==> src/rtl/fetch_pkg.sv <==
// Shared types and constants for the fetch stage.
package fetch_pkg;

  typedef enum logic [1:0] {
    IDLE  = 2'd0,
    REQ   = 2'd1,
    HOLD  = 2'd2,
    DRAIN = 2'd3
  } state_e;

  localparam logic [31:0] NOP_INSTR   = 32'h0000_0013;
  localparam int unsigned INSTR_BYTES = 4;

endpackage

==> src/rtl/fetch_skid_buffer.sv <==
// One-entry instr/PC holding register. It catches a fetch that lands while
// decode is stalled. Clear wins over load, and load wins over unload.
module fetch_skid_buffer
  import fetch_pkg::*;
#(
  parameter int unsigned XLEN = 32
) (
  input  logic            CLK,
  input  logic            resetn,
  input  logic            load_i,
  input  logic            unload_i,
  input  logic            clear_i,
  input  logic [31:0]     instr_i,
  input  logic [XLEN-1:0] pc_i,
  output logic            valid_o,
  output logic [31:0]     instr_o,
  output logic [XLEN-1:0] pc_o
);

  logic            valid_q;
  logic [31:0]     instr_q;
  logic [XLEN-1:0] pc_q;

  // Capture on load. Drop the entry on clear or unload.
  always_ff @(posedge CLK) begin
    if (!resetn) begin
      valid_q <= 1'b0;
      instr_q <= NOP_INSTR;
      pc_q    <= '0;
    end else if (clear_i) begin
      valid_q <= 1'b0;
    end else if (load_i) begin
      valid_q <= 1'b1;
      instr_q <= instr_i;
      pc_q    <= pc_i;
    end else if (unload_i) begin
      valid_q <= 1'b0;
    end
  end

  assign valid_o = valid_q;
  assign instr_o = instr_q;
  assign pc_o    = pc_q;

endmodule

==> src/rtl/fetch_ctrl.sv <==
// Fetch-stage sequencer. It owns the PC and drives instruction memory over a
// req/ready handshake. It feeds decode through a registered IF/ID stage and
// handles branch redirects and decode back-pressure.
// Optional build macro FETCH_PERF_EN adds fetched/stall performance counters.
module fetch_ctrl
  import fetch_pkg::*;
#(
  parameter int unsigned     XLEN     = 32,
  parameter logic [XLEN-1:0] RESET_PC = '0
) (
  input  logic            CLK,
  input  logic            resetn,
  output logic            imem_req,
  output logic [XLEN-1:0] imem_addr,
  input  logic            imem_ready,
  input  logic [31:0]     imem_rdata,
  input  logic            branch_taken,
  input  logic [XLEN-1:0] branch_target,
  input  logic            id_stall,
  output logic            if_id_valid,
  output logic [31:0]     if_id_instr,
  output logic [XLEN-1:0] if_id_pc,
  output logic [XLEN-1:0] fetch_pc
`ifdef FETCH_PERF_EN
  ,
  output logic [31:0]     perf_fetched,
  output logic [31:0]     perf_stall_cycles
`endif
);

  state_e          state_q;
  logic [XLEN-1:0] pc_q, pend_q, ifp_q;
  logic [31:0]     ifi_q;
  logic            ifv_q, req_q;

  logic            xfer, loadable, consumed;
  logic            skid_load, skid_unload, skid_v;
  logic [31:0]     skid_instr;
  logic [XLEN-1:0] skid_pc, pc_plus4, redir_pc;

  // Handshake and IF/ID occupancy. A redirect target is always word aligned.
  always_comb begin
    xfer        = req_q && imem_ready;
    loadable    = !ifv_q || !id_stall;
    consumed    = ifv_q && !id_stall;
    pc_plus4    = pc_q + XLEN'(INSTR_BYTES);
    redir_pc    = branch_target & ~(XLEN'(INSTR_BYTES - 1));
    skid_load   = !branch_taken && (state_q == REQ) && xfer && !loadable;
    skid_unload = !branch_taken && (state_q == HOLD) && !id_stall;
  end

  fetch_skid_buffer #(.XLEN(XLEN)) u_skid (
    .CLK      (CLK),
    .resetn   (resetn),
    .load_i   (skid_load),
    .unload_i (skid_unload),
    .clear_i  (branch_taken),
    .instr_i  (imem_rdata),
    .pc_i     (pc_q),
    .valid_o  (skid_v),
    .instr_o  (skid_instr),
    .pc_o     (skid_pc)
  );

  // Main sequencer. A redirect pre-empts everything. A request that is still
  // in flight must be completed at its stale address, and its data dropped,
  // before the target is fetched.
  always_ff @(posedge CLK) begin
    if (!resetn) begin
      state_q <= IDLE;
      pc_q    <= RESET_PC;
      pend_q  <= RESET_PC;
      req_q   <= 1'b0;
      ifv_q   <= 1'b0;
      ifi_q   <= NOP_INSTR;
      ifp_q   <= '0;
    end else if (branch_taken) begin
      ifv_q <= 1'b0;
      case (state_q)
        REQ: begin
          if (xfer) pc_q <= redir_pc;
          else begin
            pend_q  <= redir_pc;
            state_q <= DRAIN;
          end
        end
        DRAIN: begin
          if (xfer) begin
            pc_q    <= redir_pc;
            state_q <= REQ;
          end else pend_q <= redir_pc;
        end
        default: begin
          pc_q    <= redir_pc;
          state_q <= REQ;
          req_q   <= 1'b1;
        end
      endcase
    end else begin
      case (state_q)
        IDLE: begin
          state_q <= REQ;
          req_q   <= 1'b1;
        end
        REQ: begin
          if (xfer) begin
            pc_q <= pc_plus4;
            if (loadable) begin
              ifv_q <= 1'b1;
              ifi_q <= imem_rdata;
              ifp_q <= pc_q;
            end else begin
              state_q <= HOLD;
              req_q   <= 1'b0;
            end
          end else if (consumed) ifv_q <= 1'b0;
        end
        HOLD: begin
          if (!id_stall) begin
            ifv_q   <= skid_v;
            ifi_q   <= skid_instr;
            ifp_q   <= skid_pc;
            state_q <= REQ;
            req_q   <= 1'b1;
          end
        end
        DRAIN: begin
          if (consumed) ifv_q <= 1'b0;
          if (xfer) begin
            pc_q    <= pend_q;
            state_q <= REQ;
          end
        end
        default: state_q <= IDLE;
      endcase
    end
  end

  assign imem_req    = req_q;
  assign imem_addr   = pc_q;
  assign fetch_pc    = pc_q;
  assign if_id_valid = ifv_q;
  assign if_id_instr = ifi_q;
  assign if_id_pc    = ifp_q;

`ifdef FETCH_PERF_EN
  logic [31:0] perf_fetched_q, perf_stall_q;
  logic        if_load;

  assign if_load = !branch_taken &&
                   (((state_q == REQ) && xfer && loadable) || skid_unload);

  // Count instructions entering IF/ID and cycles decode holds a live one.
  always_ff @(posedge CLK) begin
    if (!resetn) begin
      perf_fetched_q <= '0;
      perf_stall_q   <= '0;
    end else begin
      if (if_load)           perf_fetched_q <= perf_fetched_q + 32'd1;
      if (ifv_q && id_stall) perf_stall_q   <= perf_stall_q + 32'd1;
    end
  end

  assign perf_fetched      = perf_fetched_q;
  assign perf_stall_cycles = perf_stall_q;
`endif

endmodule

==> config.mk <==
export PLATFORM = sky130hd
export DESIGN_NAME = fetch_ctrl
export DESIGN_NICKNAME = d
export VERILOG_FILES = /design/src/rtl/fetch_pkg.sv /design/src/rtl/fetch_skid_buffer.sv /design/src/rtl/fetch_ctrl.sv
export SDC_FILE = /design/constraint.sdc
export NUM_CORES = 1
export LEC_CHECK = 0
export CORE_ASPECT_RATIO = 1.1
export CORE_MARGIN = 3
export CORE_UTILIZATION = 28
export DETAILED_ROUTE_END_ITERATION = 16
export PLACE_DENSITY = 0.46
export SYNTH_ARGS = -nofsm -noshare
export SYNTH_HDL_FRONTEND = slang
export SYNTH_SLANG_ARGS = --single-unit
==> constraint.sdc <==
create_clock -name CLK -period 2.6 [get_ports CLK]
set_input_delay 0.39 -clock CLK [delete_from_list [all_inputs] [get_ports CLK]]
set_output_delay 0.39 -clock CLK [all_outputs]
set_load 0.01 [all_outputs]
* Word-level counts from Yosys, hierarchy flattened
Cells that the tools add are included.
** Storage, ports and cells
- Input port bits :: 69
- Register bits after elaboration :: 195
- Output and inout port bits :: 130
** Operators by class
- Bitwise gates (word level) :: 3
- Mux-type cells :: 35
- Add/subtract/negate cells :: 1
- Reduce and logical (&&, ||, !) cells :: 27
- Equal/unequal tests :: 14
** Operator list (count)
- 32-bit two-way mux :: 11
- 32-bit case mux with 2 select lines :: 3
- 32-bit by 3-bit adder with 32-bit output, second input constant :: 1
- 3-bit inequality test, second input constant :: 6
- 2-bit two-way mux :: 6
- 1-bit two-way mux :: 11
- 5-bit AND reduction :: 2
- 2-bit inequality test, second input constant :: 4
- 2-bit case mux with 4 select lines :: 1
- 4-bit AND reduction :: 2
- 1-bit logical AND :: 7
- 1-bit case mux with 3 select lines :: 2
- 3-bit AND reduction :: 2
- 3-bit nonzero test :: 2
- 2-bit equality test, second input constant :: 2
- 1-bit logical NOT :: 4
- 2-bit case mux with 2 select lines :: 1
- 2-bit nonzero test :: 2
- 4-bit nonzero test :: 1
- 2-bit OR reduction :: 2
- 3-bit by 2-bit inequality test with 1-bit output, second input constant :: 1
- 1-bit NOT :: 3
- 2-bit by 1-bit equality test with 1-bit output, second input constant :: 1
- 2-bit logical NOT :: 1
- 2 further kinds :: 2

* Logic depth before layout (Yosys ltp)
Gate-level depths: netlist of run 1.
- Depth after elaboration :: 6
- Depth in mapped cells :: 8
- Gate-level depth less buffers :: 6

* Hierarchy
Synthesis of run 1 repeated with hierarchy kept, for this count alone.
** Unflattened totals
- Cells, all modules :: 1115
- Area, all modules :: 9422.8 um^2
** Modules (own cells, without submodules)
- fetch_ctrl :: cells each 833, times used 1, area an instance 6755.2 um^2
- fetch_skid_buffer :: cells each 282, times used 1, area an instance 2667.6 um^2

* Worst setup path after synthesis of run 1
OpenSTA, ideal clock, no wires.
- Path type :: register to register
- Start point :: reg pc_q[3], in the netlist fetch_pc[3]
- End point :: reg pc_q[14], in the netlist fetch_pc[14]
- Arrival time :: 1799 ps
- Cell stages (with the launch flop) :: 7
- Required time :: 2530 ps
- Clock period less this slack :: 1869 ps
- Setup time :: 70 ps
- Slack :: 731 ps
- Cell sequence :: dfxtp_1 > ha_1 > nand3_2 > or4_1 > a311oi_1 > a21oi_1 > a21oi_1
** On the way
- Longest elaborated chain between the ends :: 4
** Ends and longest elaborated chain
- start, declared :: RTL line fetch_ctrl.sv:32 : logic [XLEN-1:0] pc_q, pend_q, ifp_q;
- start signal, assigned :: RTL line fetch_ctrl.sv:81 : if (xfer) pc_q <= redir_pc;
- start signal, assigned :: RTL line fetch_ctrl.sv:89 : pc_q <= redir_pc;
- start signal, assigned :: RTL line fetch_ctrl.sv:94 : pc_q <= redir_pc;
- 32-bit by 3-bit adder with 32-bit output :: RTL line fetch_ctrl.sv:46 : pc_plus4 = pc_q + XLEN'(INSTR_BYTES);
- 32-bit two-way mux :: RTL line fetch_ctrl.sv:106 : if (xfer) begin
- 32-bit case mux with 2 select lines :: RTL line fetch_ctrl.sv:100 : case (state_q)
- 32-bit two-way mux :: RTL line fetch_ctrl.sv:77 : end else if (branch_taken) begin
Every way passes these cells. The select of a mux whose other input is x is not followed.
A chain may end at the register's enable or synchronous reset.

* Worst setup path in the final report of run 1
- Start point :: reg pc_q[2], in the netlist fetch_pc[2]
- End point :: reg pc_q[14], in the netlist fetch_pc[14]
Same word-level chain as after synthesis.

==> summary.md, run 1 <==
| Metric | Value |
|---|---|
| Detail Placement HPWL | 19.7 mm |
| CTS sink cnt | 189 |
| Initial DRC Count | 463 |
| Top-count cell post-synth | nand2_1 |
| Maximum fanout along the worst path | 8 |
| Die height | 196 um |
| Placed cells | 1631 |
| Row cnt | 68 |
| R2r setup slk | 500 ps |
| Net count reported at finish | 1300 |
| Final worst path period share | 0.808 |
| Cts hold-fix bufs | 0 |
| Maximum VDD drop | 0.000342 V |
| HP Class | flop to flop |
| Detailed Route WL | 29.5 mm |
| Least-Margin Pin Slew | 603 ps |
| Antenna cells | 0 |
| Design area | 12100 um^2 |
| Post-Syn Area per Cell | 8.40 um^2 |
| CTS buffer count | 17 |
| Dpl ws | 297 ps |
| Per-cell routed wire length | 17.7 um |
| Clock-pin slew of the registers on the worst-case setup and hold paths | 80 ps |
| Post-CTS setup buffers | 0 |
| Outcome | finished clean |
| Max_slew headroom | 0.598 |
| Via count | 8105 |
| Top cell type's share of synthesized area | 0.412 |
| DP Area | 11500 um^2 |
| Crit path capture type | flop |
| Synth warn | 0 |
| Synthesized area | 9180 um^2 |
| Synth cell count leaders | nand2_1 (285), dfxtp_1 (189), a21boi_0 (94) |
| Clock Tree Buf Depth | 2 |
| Clk root buf | clkbuf_16 |
| Antenna viol nets, final | 0 |
| Setup TNS | 0 ps |
| Routability congestion estimate | 0.768 |
| Die area | 35000 um^2 |
| First-pass GRT wire length | 46.3 mm |
| Via density | 4.87 |
| Mapped Cells | 1092 |
| Layout Cells excl Fill | 1663 |
| Synth area leaders | dfxtp_1 (41%), nand2_1 (12%), a21boi_0 (7.7%), mux2i_1 (7.1%), o211a_1 (6.7%) |
| Largest area contributor in the netlist | dfxtp_1 |
| #FFs+latches synth | 189 |
| # port buffers | 190 |
| Ys async rst share | 0 |
| Router iterations before antenna repair | 7 |
| Slowest CP cell | or4_1 |
| Area growth syn-to-layout | 31.4% |
| Critical Path Most Common Cell | a21oi_1 |
| Critical Path, Cell by Cell | ha_1 -> nand3_2 -> or4_1 -> a311oi_1 -> a21oi_1 -> a21oi_1 |
| Clk_lat worst skew | 450 ps |
| Register area share after synthesis | 0.412 |
| Crit Path Category | flop to flop |
| Vias in the first global route | 7770 |
| Largest net degree at the start of global routing | 65 |
| Endpoints failing setup | 0 |
| Layout cells sized above 1 | 0.0853 |
| Gr usage total | 0.171 |
| RSZ-0062 raised after global routing | false |
| Slew Limit Fails | 0 |
| Fmax | 476 MHz |
| Max_cap viols | 0 |
| Core ar. | 31800 um^2 |
| Startpoint Class | flop |
| Final worst setup slack | 500 ps |
| Die X | 179 um |
| Static leakage | 5.30 nW |
| Cts repair resizes | 0 |
| Tmin final | 2100 ps |
| Initial Utilization | 0.288 |
| Worst EP arrival | 2480 ps |
| CTS tree | built |
| Fillers | 3292 |
| Crit-path max cell delay | 560 ps |
| Clock skew | 12.7 ps |
| # IOs | 199 |
| CTS H-tree lvls | 4 |
| Predominant post-synthesis flop cell | dfxtp_1 |
| DRC | 0 |
| Initial antenna violation count | 0 |
| Critical path required time | 2980 ps |
| PwrDens | 567 nW/um^2 |
| GRT Residual Overflow | 0 |
| Final Hold Viols | 0 |
| Distinct cells, synth | 58 |
| EDFF count, synth | 0 |
## kinds of logic after synthesis
| kind of cell | after synthesis | synth area share |
|---|---|---|
| muxes | 65 | 0.0709 |
| AOI/OAI and AO/OA | 294 | 0.242 |
| DFF | 189 | 0.412 |
| other | 1 | 0.000409 |
| adders and majority gates | 1 | 0.00136 |
| buffers and inverters | 137 | 0.0761 |
| and+or+nand+nor | 396 | 0.189 |
| xor gates and xnor gates | 9 | 0.00859 |
## metrics by stage
stage / hold WS [ps] / power (mW) / utilization
after floorplan: 439 / 3.70 / -
after global placement: 447 / 4.24 / 0.360
after detailed placement: 455 / 4.24 / 0.360
after CTS: 466 / 6.97 / 0.379
after global routing: 481 / 7.18 / 0.379
final: 461 / 6.84 / 0.379
## cell type report
type | count | area [um^2] | area share
multi-input combinational | 771 | 4730 | 0.393
sequential | 189 | 3780 | 0.314
timing repair buffer | 244 | 2400 | 0.199
tap | 420 | 526 | 0.0436
clock buffer | 18 | 439 | 0.0364
clock inverter | 14 | 153 | 0.0127
inverter | 7 | 26.3 | 0.00218
## per-layer routing
layer / track usage / part of all wire / routed length, um
met1: 0.215 / 0.43 / 12800
met2: 0.287 / 0.49 / 14500
met3: 0.0474 / 0.063 / 1850
met4: 0.0439 / 0.013 / 385
met5: 0 / 0 / 0
## critical path, delay by kind of cell (launching register included)
family          cells  cell delay, ps
flops               1             460
fa+ha+maj           1             270
compound gates      3             490
simple gates        2             810
## flip-flops by register name (all words and copies together), names as in the netlist, 2 cells and up
name / flops
if_id_instr: 32
u_skid.instr_o: 32
fetch_pc: 30
if_id_pc: 30
pend_q: 30
u_skid.pc_o: 30
state_q: 2
## final timing paths
check / from / endpoint / cells after the start
hold reg to reg: pend_q[24] / pend_q[24] / 2
hold / removal: pend_q[24] / pend_q[24] / 2
setup reg to reg: fetch_pc[2] / fetch_pc[14] / 6
setup / recovery: fetch_pc[2] / fetch_pc[14] / 6
## power by group
group          internal, mW  total, mW  switching, mW
Sequential             3.00       3.10          0.106
Combinational         0.531       1.05          0.521
Clock                  1.39       2.69           1.30
Total                  4.92       6.84           1.93
## layout by cell type, fill, tap and decap left out, types with 4 or more instances in the layout
cell,n
nand4_1,11
o221a_2,4
o211ai_1,12
buf_12,8
buf_4,47
o311ai_0,4
nor3_1,7
nor2b_1,6
a21boi_0,94
and3_1,7
xor2_1,8
clkdlybuf4s50_1,188
nor2_1,34
inv_6,4
conb_1,6
a311oi_1,4
a21oi_1,32
a31oi_1,6
dfxtp_1,189
o211a_1,61
nand2_1,285
and2_1,5
mux2i_1,65
clkbuf_16,17
nor4_1,4
a211oi_1,7
o21ai_0,44
inv_1,7
nand3_1,15
(Power assumes the default switching activity.)
==> run 2, diff against run 1 <==
--- a/config.mk
+++ b/config.mk
@@ -9,7 +9,7 @@
 export CORE_MARGIN = 3
 export CORE_UTILIZATION = 28
 export DETAILED_ROUTE_END_ITERATION = 16
-export PLACE_DENSITY = 0.46
+export PLACE_DENSITY = 0.48
 export SYNTH_ARGS = -nofsm -noshare
 export SYNTH_HDL_FRONTEND = slang
 export SYNTH_SLANG_ARGS = --single-unit
==> constraint.sdc (replaced) <==
create_clock -name CLK -period 1.8 [get_ports CLK]
set_input_delay 0.27 -clock CLK [delete_from_list [all_inputs] [get_ports CLK]]
set_output_delay 0.27 -clock CLK [all_outputs]
set_load 0.01 [all_outputs]
==> run 2 against run 1 <==
Net effect:
- clock-buffer cell count is the same
- design area grew 5.5%
- power grew 44%
- hold slack lost 260 ps
- final cell count grew 3.1%
- critical endpoint is now imem_addr[12]
- critical path depth shrank 4
- clock skew shrank 1.7 ps
- via count grew 2.5%
- worst setup slack lost 450 ps
- die area is the same
- non-clock buffer count grew 53
==> summary.md, run 2 (synthesized netlist as in run 1, its figures left out) <==
| Metric | Value |
|---|---|
| Via density | 4.84 |
| Clk_lat worst skew | 440 ps |
| First-pass GRT wire length | 46.6 mm |
| Crit Path Category | flop to output port |
| Maximum fanout along the worst path | 8 |
| Worst Reg-to-Reg Cells | 7 |
| Via count | 8306 |
| Max_cap viols | 0 |
| Static leakage | 6.03 nW |
| Power share of the clock group | 0.380 |
| Clk root buf | clkbuf_16 |
| Gr usage total | 0.171 |
| NetSw | 2.82 mW |
| Row cnt | 68 |
| GRT Residual Overflow | 0 |
| Initial antenna violation count | 0 |
| Die X | 179 um |
| Cts hold-fix bufs | 0 |
| Most frequent cells in the layout | nand2_1 (285), dfxtp_1 (167), clkdlybuf4s50_1 (144) |
| DRC | 0 |
| R2r setup slk | 70 ps |
| Net count reported at finish | 1353 |
| Maximum VDD drop | 0.000501 V |
| Core ar. | 31800 um^2 |
| Detailed Route WL | 30.1 mm |
| Antenna cells | 0 |
| CTS buffer count | 17 |
| Hold-critical path depth | 2 |
| R2R Path End | fetch_pc[20] |
| Per-cell routed wire length | 17.5 um |
| HP Class | input pin to flop |
| Fillers | 3238 |
| Startpoint Class | flop |
| Post-CTS setup buffers | 0 |
| # port buffers | 190 |
| Design internal power | 7.03 mW |
| Critical path required time | 1530 ps |
| Met2 usage | 0.293 |
| Outcome | finished clean |
| Largest net degree at the start of global routing | 55 |
| Die height | 196 um |
| Routability congestion estimate | 0.788 |
| Initial Utilization | 0.288 |
| Tmin final | 1750 ps |
| CTS tree | built |
| Met1 Usage GRT | 0.214 |
| Router iterations before antenna repair | 4 |
| Worst EP arrival | 1480 ps |
| Busiest layer in global routing | met2 |
| Area growth syn-to-layout | 38.7% |
| Clock skew | 11.0 ps |
| Antenna viol nets, final | 0 |
| RSZ-0062 raised after global routing | true |
| Most common cell after layout, fill and taps aside | nand2_1 |
| Final Util | 0.400 |
| PwrDens | 774 nW/um^2 |
| M3 GR Usage | 0.0461 |
| Die area | 35000 um^2 |
| Fmax | 573 MHz |
| CTS H-tree lvls | 4 |
| Final worst path period share | 0.970 |
| Min-delay src | resetn |
| Slew Limit Fails | 0 |
| Seq pwr share | 0.453 |
| Fin Hold WS | 206 ps |
| Combinational power share | 0.167 |
| Clock-pin slew of the registers on the worst-case setup and hold paths | 80 ps |
| Overall power | 9.85 mW |
| Crit path capture type | output port |
| Hold EP | pend_q[21] |
| Sw frac | 0.286 |
| Endpoints failing setup | 0 |
| Initial DRC Count | 495 |
| Vias in the first global route | 8098 |
| Layout cells sized above 1 | 0.146 |
| Detail Placement HPWL | 21.1 mm |
| Reg-to-reg startpoint | state_q[0] |
| Final Hold Viols | 0 |
| CTS sink cnt | 189 |
| # IOs | 199 |
| Clock Tree Buf Depth | 2 |
==> run 2: cell count changes in the layout (fill, tap and decap cells not counted), sizes merged <==
cell,change
dlymetal6s2s,+22
inv,-1
buf,+53
clkinvlp,+1
clkdlybuf4s50,-44
dlygate4sd2,+22
bufinv,-1
==> run 2: worst max-delay path: stages (launching register included) <==
cell	delay, ps
dfxtp_2	360
buf_6	140
clkdlybuf4s50_1	540
==> run 2: power groups by stage <==
| stage | clock (mW) | combinational [mW] | sequential, mW |
|---|---|---|---|
| 2_1_floorplan | 0 | 0.748 | 4.60 |
| 3_3_place_gp | 0 | 1.70 | 4.54 |
| 3_5_place_dp | 0 | 1.70 | 4.54 |
| 4_1_cts | 3.88 | 1.69 | 4.46 |
| 5_1_grt | 4.04 | 1.80 | 4.48 |
| 6_report | 3.74 | 1.65 | 4.46 |
==> run 2: worst max path at each step <==
stage	startpoint	to	cells past startpoint
floorplan	fetch_pc[7]	fetch_pc[20]	6
global placement	imem_ready	fetch_pc[29]	7
detailed placement	imem_ready	fetch_pc[29]	7
CTS	fetch_pc[6]	fetch_pc[6]	2
global route	fetch_pc[9]	fetch_pc[20]	5
finish	fetch_pc[12]	imem_addr[12]	2
==> run 2: timing repair <==
action / 4_1_cts / 5_1_grt
pin swaps: 0 / 4
resized for setup: 55 / 38
setup endpoints to repair: 53 / 47
==> run 2: metrics by stage <==
step           TNS (ps)  std cells  worst slack, ps  cell area [um^2]
2_1_floorplan         0       1097             24.0              9200
3_3_place_gp     -11140       1684             -223             12000
3_5_place_dp     -14670       1684             -256             12000
4_1_cts               0       1715            0.316             12600
5_1_grt           -20.7       1715            -20.7             12700
6_report              0       1715             53.4             12700
==> run 2: layout make-up <==
type	instances	area, um^2	area share
Multi-Input combinational cell	771	4790	0.376
Sequential cell	189	3820	0.300
Timing Repair Buffer	297	3000	0.235
Tap cell	420	526	0.0413
Clock buffer	18	439	0.0345
Clock inverter	13	128	0.0100
Inverter	7	26.3	0.00206
==> run 2: metal layers <==
metal,part of all wire,wire (um)
met4,0.015,463
met1,0.43,13100
met2,0.49,14800
met3,0.059,1780
met5,0,0
==> run 3, diff against run 2 <==
--- a/config.mk
+++ b/config.mk
@@ -9,7 +9,9 @@
 export CORE_MARGIN = 3
 export CORE_UTILIZATION = 28
 export DETAILED_ROUTE_END_ITERATION = 16
+export MAX_ROUTING_LAYER = met4
 export PLACE_DENSITY = 0.48
 export SYNTH_ARGS = -nofsm -noshare
 export SYNTH_HDL_FRONTEND = slang
 export SYNTH_SLANG_ARGS = --single-unit
+export TNS_END_PERCENT = 10
==> run 3 against run 2 <==
Net effect:
- hold slack got worse by 4.7 ps
- maximum frequency down 1.4%
- sequential share of layout area about the same
- largest power group unchanged
- combinational power is essentially flat
==> summary.md, run 3 (synthesized netlist as in run 1, its figures left out) <==
| Metric | Value |
|---|---|
| Outcome | finished clean |
| Slowest CP cell | or4_1 |
| Die height | 196 um |
| Via count | 8260 |
| Overall power | 9.84 mW |
| Die area | 35000 um^2 |
| Final Hold Viols | 0 |
| Layout Cells excl Fill | 1715 |
| GRT Residual Overflow | 0 |
| Per-cell routed wire length | 17.5 um |
| Largest net degree at the start of global routing | 55 |
| Row cnt | 68 |
| Clock Tree Buf Depth | 2 |
| Initial DRC Count | 443 |
| Detailed Route WL | 30.0 mm |
| Maximum fanout along the worst path | 6 |
| Vias in the first global route | 8127 |
| Critical path required time | 2170 ps |
| Core ar. | 31800 um^2 |
| Static leakage | 6.01 nW |
| Gr usage total | 0.176 |
| Most common cell after layout, fill and taps aside | nand2_1 |
| Initial Utilization | 0.288 |
| CP Capture Point | fetch_pc[14] |
| Final worst path period share | 0.984 |
| HP Class | input pin to flop |
| Delay-heaviest family, CP | simple AND/OR/NAND/NOR gates |
| DRC | 0 |
| Slew Limit Fails | 0 |
| R2R Path End | fetch_pc[14] |
| Initial antenna violation count | 0 |
| Fillers | 3239 |
| Layout cells sized above 1 | 0.144 |
| CTS H-tree lvls | 4 |
| Worst EP arrival | 2140 ps |
| Routability congestion estimate | 0.799 |
| Via density | 4.82 |
| Startpoint Class | flop |
| Crit path from | fetch_pc[2] |
| # IOs | 199 |
| Maximum VDD drop | 0.000504 V |
| Max_cap viols | 0 |
| Critical Path Most Common Cell | a21oi_1 |
| R2r setup slk | 30 ps |
| Antenna viol nets, final | 0 |
| Endpoints failing setup | 0 |
| Reg-to-reg startpoint | fetch_pc[2] |
| Worst Reg-to-Reg Cells | 6 |
| Tmin final | 1770 ps |
| CTS tree | built |
| Crit Path Category | flop to flop |
| First-pass GRT wire length | 46.5 mm |
| Clk root buf | clkbuf_16 |
| Antenna cells | 0 |
| RSZ-0062 raised after global routing | true |
| Die X | 179 um |
| WP depth | 6 |
| Crit path capture type | flop |
| CTS buffer count | 17 |
| Net count reported at finish | 1353 |
| CTS sink cnt | 189 |
| Fin Hold WS | 201 ps |
| Clk_lat worst skew | 440 ps |
| # port buffers | 190 |
| Critical Path, Cell by Cell | ha_2 -> nand3_4 -> or4_1 -> a311oi_1 -> a21oi_1 -> a21oi_1 |
| Bufs and invs on worst path | 0 |
| PwrDens | 775 nW/um^2 |
| Fmax | 565 MHz |
| Router iterations before antenna repair | 5 |
| Clock skew | 11.1 ps |
| Clock-pin slew of the registers on the worst-case setup and hold paths | 80 ps |
| Detail Placement HPWL | 21.1 mm |
| Area growth syn-to-layout | 38.4% |
| Crit-path max cell delay | 520 ps |
| Placed cells | 1684 |
| Most frequent cells in the layout | nand2_1 (285), dfxtp_1 (168), clkdlybuf4s50_1 (145) |
## run 3: cell count changes in the layout (fill, tap and decap cells not counted), sizes merged
cell	previous run	this run
clkdlybuf4s50	144	145
dlymetal6s2s	22	21
## run 3: layout make-up
| class | instances | area, um^2 | share of cell area |
|---|---|---|---|
| Inverter | 7 | 26.3 | 0.00207 |
| Clock inverter | 13 | 128 | 0.0100 |
| Clock buffer | 18 | 439 | 0.0346 |
| Sequential cell | 189 | 3820 | 0.301 |
| Multi-Input combinational cell | 771 | 4770 | 0.375 |
| Tap cell | 420 | 526 | 0.0414 |
| Timing Repair Buffer | 297 | 2990 | 0.236 |
## run 3: how the worst min path moves through the flow
stage	startpoint	endpoint	slack [ps]	cells past startpoint
final	resetn	pend_q[23]	200	2
after detailed placement	pend_q[15]	pend_q[15]	450	2
after floorplan	imem_rdata[0]	u_skid.instr_o[0]	390	2
after CTS	resetn	pend_q[21]	180	2
after global placement	pend_q[15]	pend_q[15]	450	2
after global routing	resetn	pend_q[21]	200	2
## run 3: stage by stage
| step | setup slack (ps) | utilization | instance area (um^2) | setup TNS (ps) |
|---|---|---|---|---|
| after CTS | 0.316 | 0.397 | 12600 | 0 |
| after global routing | -52.5 | 0.399 | 12700 | -168 |
| final | 29.1 | 0.399 | 12700 | 0 |
| after detailed placement | -256 | 0.377 | 12000 | -14670 |
| after global placement | -223 | 0.377 | 12000 | -11140 |
| after floorplan | 24.0 | - | 9200 | 0 |
## run 3: report_power, final
part	internal [mW]	total, mW	switching, mW	leakage (nW)
Clock	1.86	3.74	1.87	0.270
Combinational	0.833	1.65	0.813	4.20
Sequential	4.33	4.46	0.122	1.54
Total	7.03	9.84	2.81	6.01
## run 3: timing repair
| action | CTS | global route |
|---|---|---|
| endpoints found under the setup margin | 53 | 45 |
| pin swaps | 0 | 3 |
| buffers inserted | 0 | 0 |
| resized for setup | 55 | 31 |
| hold buffers | 0 | 0 |
## run 3: layer usage
| layer | up-vias | GRT usage | routed length [um] |
|---|---|---|---|
| met4 | 0 | 0.0419 | 482 |
| met2 | 191 | 0.295 | 14900 |
| met3 | 25 | 0.0436 | 1780 |
| met1 | 3889 | 0.213 | 12900 |
| met5 | - | - | 0 |
| li1 | 4155 | - | - |
